[src/rtl/spike_integrator.sv]
// spike_integrator: buffers synapse spike events, accumulates their weights per timestep,
// and emits the summed current to the LIF neuron. Optional saturation: SPIKE_INT_SAT_EN.
module spike_integrator #(
    parameter int NUM_SYNAPSES = 256,
    parameter int WEIGHT_WIDTH = 8,
    parameter int ACC_WIDTH    = 16,
    parameter int FIFO_DEPTH   = 8,
    localparam int AW          = $clog2(NUM_SYNAPSES)
) (
    input  logic                           clk,
    input  logic                           rst_n,
    input  logic                           spike_valid,
    input  logic [AW-1:0]                  spike_addr,
    output logic                           spike_ready,
    input  logic                           syn_stall,
    output logic [AW-1:0]                  syn_addr,
    input  logic signed [WEIGHT_WIDTH-1:0] syn_weight,
    input  logic                           timestep,
    output logic                           current_valid,
    output logic signed [ACC_WIDTH-1:0]    current_out,
    output logic                           overflow,
    output logic                           busy
);

    localparam int PW = $clog2(FIFO_DEPTH);
    localparam int CW = PW + 1;

    localparam logic [1:0] S_RUN   = 2'd0;
    localparam logic [1:0] S_DRAIN = 2'd1;
    localparam logic [1:0] S_EMIT  = 2'd2;

    logic [1:0]                  state;
    logic [AW-1:0]               fifo_mem [FIFO_DEPTH];
    logic [PW-1:0]               rd_ptr;
    logic [PW-1:0]               wr_ptr;
    logic [CW-1:0]               count;
    logic signed [ACC_WIDTH-1:0] acc;
    logic signed [ACC_WIDTH-1:0] acc_next;
    logic                        fifo_empty;
    logic                        push;
    logic                        pop;

    assign fifo_empty    = (count == '0);
    assign spike_ready   = (state == S_RUN) && (count < CW'(FIFO_DEPTH));
    assign push          = spike_valid && spike_ready;
    assign pop           = ((state == S_RUN) || (state == S_DRAIN)) && !fifo_empty && !syn_stall;
    assign syn_addr      = fifo_empty ? '0 : fifo_mem[rd_ptr];
    assign current_valid = (state == S_EMIT);
    assign current_out   = current_valid ? acc : '0;
    assign busy          = (state != S_RUN);

    // Storage needs no reset: pointers and count alone define the valid entries.
    always_ff @(posedge clk) begin
        if (push) begin
            fifo_mem[wr_ptr] <= spike_addr;
        end
    end

    always_ff @(posedge clk or negedge rst_n) begin
        if (!rst_n) begin
            rd_ptr <= '0;
            wr_ptr <= '0;
            count  <= '0;
        end else begin
            if (push) wr_ptr <= wr_ptr + 1'b1;
            if (pop)  rd_ptr <= rd_ptr + 1'b1;
            case ({push, pop})
                2'b10:   count <= count + 1'b1;
                2'b01:   count <= count - 1'b1;
                default: count <= count;
            endcase
        end
    end

`ifdef SPIKE_INT_SAT_EN
    logic signed [ACC_WIDTH:0] w_ext;
    logic signed [ACC_WIDTH:0] sum_wide;
    logic                      clamp;
    logic                      ovf_q;

    // One guard bit: disagreement between the top two bits means the sum left range.
    always_comb begin
        w_ext    = {{(ACC_WIDTH + 1 - WEIGHT_WIDTH){syn_weight[WEIGHT_WIDTH-1]}}, syn_weight};
        sum_wide = {acc[ACC_WIDTH-1], acc} + w_ext;
        clamp    = (sum_wide[ACC_WIDTH] != sum_wide[ACC_WIDTH-1]);
        if (!clamp) begin
            acc_next = sum_wide[ACC_WIDTH-1:0];
        end else if (sum_wide[ACC_WIDTH]) begin
            acc_next = {1'b1, {(ACC_WIDTH-1){1'b0}}};
        end else begin
            acc_next = {1'b0, {(ACC_WIDTH-1){1'b1}}};
        end
    end

    always_ff @(posedge clk or negedge rst_n) begin
        if (!rst_n) begin
            ovf_q <= 1'b0;
        end else if (state == S_EMIT) begin
            ovf_q <= 1'b0;
        end else if (pop && clamp) begin
            ovf_q <= 1'b1;
        end
    end

    assign overflow = ovf_q;
`else
    logic signed [ACC_WIDTH-1:0] w_ext;

    always_comb begin
        w_ext    = {{(ACC_WIDTH - WEIGHT_WIDTH){syn_weight[WEIGHT_WIDTH-1]}}, syn_weight};
        acc_next = acc + w_ext;
    end

    assign overflow = 1'b0;
`endif

    always_ff @(posedge clk or negedge rst_n) begin
        if (!rst_n) begin
            state <= S_RUN;
            acc   <= '0;
        end else begin
            case (state)
                S_RUN: begin
                    if (pop)      acc   <= acc_next;
                    if (timestep) state <= S_DRAIN;
                end
                S_DRAIN: begin
                    if (pop)        acc   <= acc_next;
                    if (fifo_empty) state <= S_EMIT;
                end
                S_EMIT: begin
                    acc   <= '0;
                    state <= S_RUN;
                end
                default: state <= S_RUN;
            endcase
        end
    end

endmodule

[config.mk]
export PLATFORM = sky130hd
export DESIGN_NAME = spike_integrator
export DESIGN_NICKNAME = d
export VERILOG_FILES = /design/src/rtl/spike_integrator.sv
export SDC_FILE = /design/constraint.sdc
export NUM_CORES = 1
export LEC_CHECK = 0
export BUFFER_PORTS_ARGS = -buffer_cell sky130_fd_sc_hd__buf_2
export CAP_MARGIN = 20
export CORE_MARGIN = 5
export CORE_UTILIZATION = 45
export CTS_CLUSTER_DIAMETER = 200
export DETAILED_ROUTE_END_ITERATION = 8
export GPL_TIMING_DRIVEN = 1
export PLACE_DENSITY = 0.66
export SETUP_SLACK_MARGIN = 0.5
export SKIP_CTS_REPAIR_TIMING = 1
export SLEW_MARGIN = 0
export SYNTH_ARGS = -nofsm -noshare
export SYNTH_HDL_FRONTEND = slang
export SYNTH_SLANG_ARGS = --single-unit
[constraint.sdc]
create_clock -name clk -period 2.1 [get_ports clk]
set_input_delay 0.63 -clock clk [delete_from_list [all_inputs] [get_ports clk]]
set_output_delay 0.63 -clock clk [all_outputs]
set_load 0.02 [all_outputs]
==> metrics.log <==
[metrics] register area share after synthesis: 56.8%
[metrics] LEAKAGE: 0.00249 µW
[metrics] die boundary height: 111 µm
[metrics] clk slew on worst S/H paths: 0.09 ns
[metrics] core region area: 10200 µm²
[metrics] Row Count: 37
[metrics] post-detail-place hpwl: 7.05 mm
[metrics] fraction of met2 tracks used by global routing: 27.7%
[metrics] part of the cycle the worst path needs: 119%
[metrics] top-level I/O count: 49
[metrics] Slew Viols, Final: 0
[metrics] max incr delay on CP: 0.50 ns
[metrics] Power Dens Cells: 1280 nW/µm²
[metrics] count of buffers from port buffering: 47
[metrics] unrepaired setup endpoints after global routing: true
[metrics] met1 layer usage reported by global route: 21.4%
[metrics] Worst Setup Path Type: register to output port
[metrics] CP arrival: 1.86 ns
[metrics] CP cell instances: clkbuf_16 -> mux4_2 -> mux2i_1 -> nor2_1 -> buf_4
[metrics] CP startpoint kind: register
[metrics] failing checks: setup timing
[metrics] Crit-path slowest cell: mux4_2
[metrics] Worst Tran Pin Value: 0.683 ns
[metrics] drt first-iter violations: 127
[metrics] total CTS buffers: 9
[metrics] busiest layer in global routing: met2
[metrics] Final nets: 502
[metrics] highest clock frequency the design can meet: 0.401 GHz
[metrics] Setup-failing EPs final: 19
[metrics] Critical Path End Type: output port
[metrics] global routing usage on met3: 5.57%
[metrics] Final Critical Period: 2.49 ns
[metrics] final count of hold timing violations: 0
[metrics] number of H-tree branching levels: 3
[metrics] number of nets in the synthesized netlist: 393
[metrics] sum of overflow across all layers after global routing: 0
[metrics] detailed-route via count: 3214
[metrics] count of yosys warnings during synthesis: 0
[metrics] required time at the endpoint of the critical path: 1.47 ns
[metrics] layout overhead on the synthesized area: 37.8%
[metrics] Worst Hold Class: primary input to asynchronous set/reset pin
[metrics] antenna violations before repair: 1
[metrics] area share of the largest cell type after synthesis: 41.6%
[metrics] worst slew margin relative to its limit: 54.5%
[metrics] most instantiated library cell after synthesis: edfxtp_1
[metrics] TritonCTS clock tree: yes
[metrics] vias in the first global route: 3168
[metrics] initial standard-cell utilization of the core: 45.3%
[metrics] combined area of all synthesized cells: 4610 µm²
[metrics] Max rail drop VDD: 0.695 mV
[metrics] number of flops mapped to enable cells by yosys: 64
[metrics] maximum number of pins on one net before global-route repair: 36
[metrics] Diodes inserted: 0
[metrics] final antenna-violating net count: 0
[metrics] GP Congestion: 0.857
[metrics] maximum count of clock buffers along a single path: 2
[metrics] average detailed-routed wire length per instance: 17.3 µm
[metrics] unique cell type count in the Yosys netlist: 52
[metrics] register bit total from synthesis: 92
[metrics] most frequent cells after synthesis: edfxtp_1 (64), dfrtp_1 (28), nor2_1 (26), ha_1 (20), nand3_1 (19)
[metrics] share of layout cells above drive strength 1: 48.9%
[metrics] Maximum Capacitance Violations: 0
[metrics] post-synthesis instance total: 351
[metrics] final routed DRC violation total: 0
[metrics] Worst Skew: 0.00692 ns
[metrics] Worst-Skew Late Latency: 0.37 ns
[metrics] Die X: 111 µm
[metrics] wire length of the first global-routing pass: 16.3 mm
[metrics] leading post-synthesis cells by cell area: edfxtp_1 (42%), dfrtp_1 (15%), mux4_2 (7.8%), ha_1 (5.4%), mux2i_1 (2.6%)
[metrics] total cell area at the placement stage: 5710 µm²
[metrics] final design instance area without fill: 6360 µm²
[metrics] critical path startpoint: rd_ptr[0]
[metrics] Die Area: 12400 µm²
[metrics] router iterations before antenna repair: 4
[metrics] worst reg2reg path startpoint: count[0]
[metrics] CTS Sinks: 92
[metrics] status: finished with violations
[metrics] overall global routing resource usage: 16.8%
[metrics] master cell of the clock root buffer: clkbuf_8
[metrics] vias per cell: 5.36
[metrics] largest area contributor in the synthesized netlist: edfxtp_1
[metrics] min setup slack post-route: -0.393 ns
[metrics] Synth Area per Inst: 13.1 µm²
[metrics] fraction of registers with async set or reset after synthesis: 30.4%
[metrics] total power of the final layout: 8130 µW
[metrics] maximum net fanout on the critical path: 8
[metrics] drt total wl: 10.4 mm
[metrics] most used flip-flop cell after synthesis: edfxtp_1
==> per-layer routing <==
layer / share of wire [%] / vias to the layer above
met2: 50 / 52
met1: 44 / 1591
met5: 0.068 / -
met4: 1.1 / 2
li1: - / 1557
met3: 4.8 / 12
==> final timing paths <==
| kind | cells past startpoint | slack, ns | to |
|---|---|---|---|
| worst max-delay path | 5 | -0.39 | syn_addr[7] |
| max in group asynchronous | 1 | 1.32 | acc[8] |
| min in group clk | 1 | 0.52 | acc[15] |
| worst min register to register | 1 | 0.52 | acc[15] |
| worst max register to register | 10 | 0.02 | count[2] |
| worst min-delay path | 1 | 0.29 | acc[1] |
==> worst max-delay path: cells and delay by family (launching register included) <==
family,cells,cell delay (ns)
and+or+nand+nor,1,0.08
muxes,2,0.64
DFF,1,0.43
buffers and inverters,2,0.35
==> cell families after synthesis <==
family	Yosys count	synth area share, %
AO/OA/AOI/OAI	62	9.49
XOR/XNOR	11	2.09
adder cells (fa/ha/maj)	21	5.86
buffers and inverters	25	2.66
flip-flops	92	56.8
multiplexers	30	10.9
other	1	0.0813
AND/OR/NAND/NOR	109	12.1
==> through the flow <==
| step | instances | utilization (%) | hold WS (ns) | worst slack, ns | TNS (ns) |
|---|---|---|---|---|---|
| 2_1_floorplan | 351 | - | 0.334 | -0.0645 | -0.139 |
| 3_3_place_gp | 570 | 56.1 | 0.458 | -0.328 | -2.48 |
| 3_5_place_dp | 570 | 56.1 | 0.485 | -0.387 | -2.91 |
| 4_1_cts | 585 | 57.9 | 0.296 | -0.451 | -4.04 |
| 5_1_grt | 600 | 62.4 | 0.328 | -0.481 | -4.94 |
| 6_report | 600 | 62.4 | 0.292 | -0.393 | -3.09 |
==> cell type report <==
type,instances,area [µm²]
Clock buffer,9,124
Clock inverter,6,61.3
Fill cell,770,3820
Inverter,7,46.3
Multi-Input combinational cell,234,2320
Sequential cell,92,2630
Tap cell,136,170
Timing Repair Buffer,114,997
Timing Repair inverter,2,20.0
==> report_power, final <==
part           internal, µW  total (µW)  switching [µW]
combinational          2310        4420            2110
clock                   449        1110             661
sequential             2250        2600             344
total                  5010        8130            3110
==> registers in the layout, indices dropped and copies added (netlist names) <==
| register | flops |
|---|---|
| wr_ptr | 3 |
| fifo_mem | 64 |
| state | 2 |
| rd_ptr | 3 |
| acc | 16 |
| count | 4 |
==> layout by cell type (no fill, tap or decap), drive strengths merged, types with 12 or more instances in the layout <==
master  count
mux4       16
and2       17
nand3      19
ha         20
a21oi      13
dfrtp      28
nand2      12
mux2i      12
nor2       26
buf       113
edfxtp     64
(Power assumes the default switching activity.)
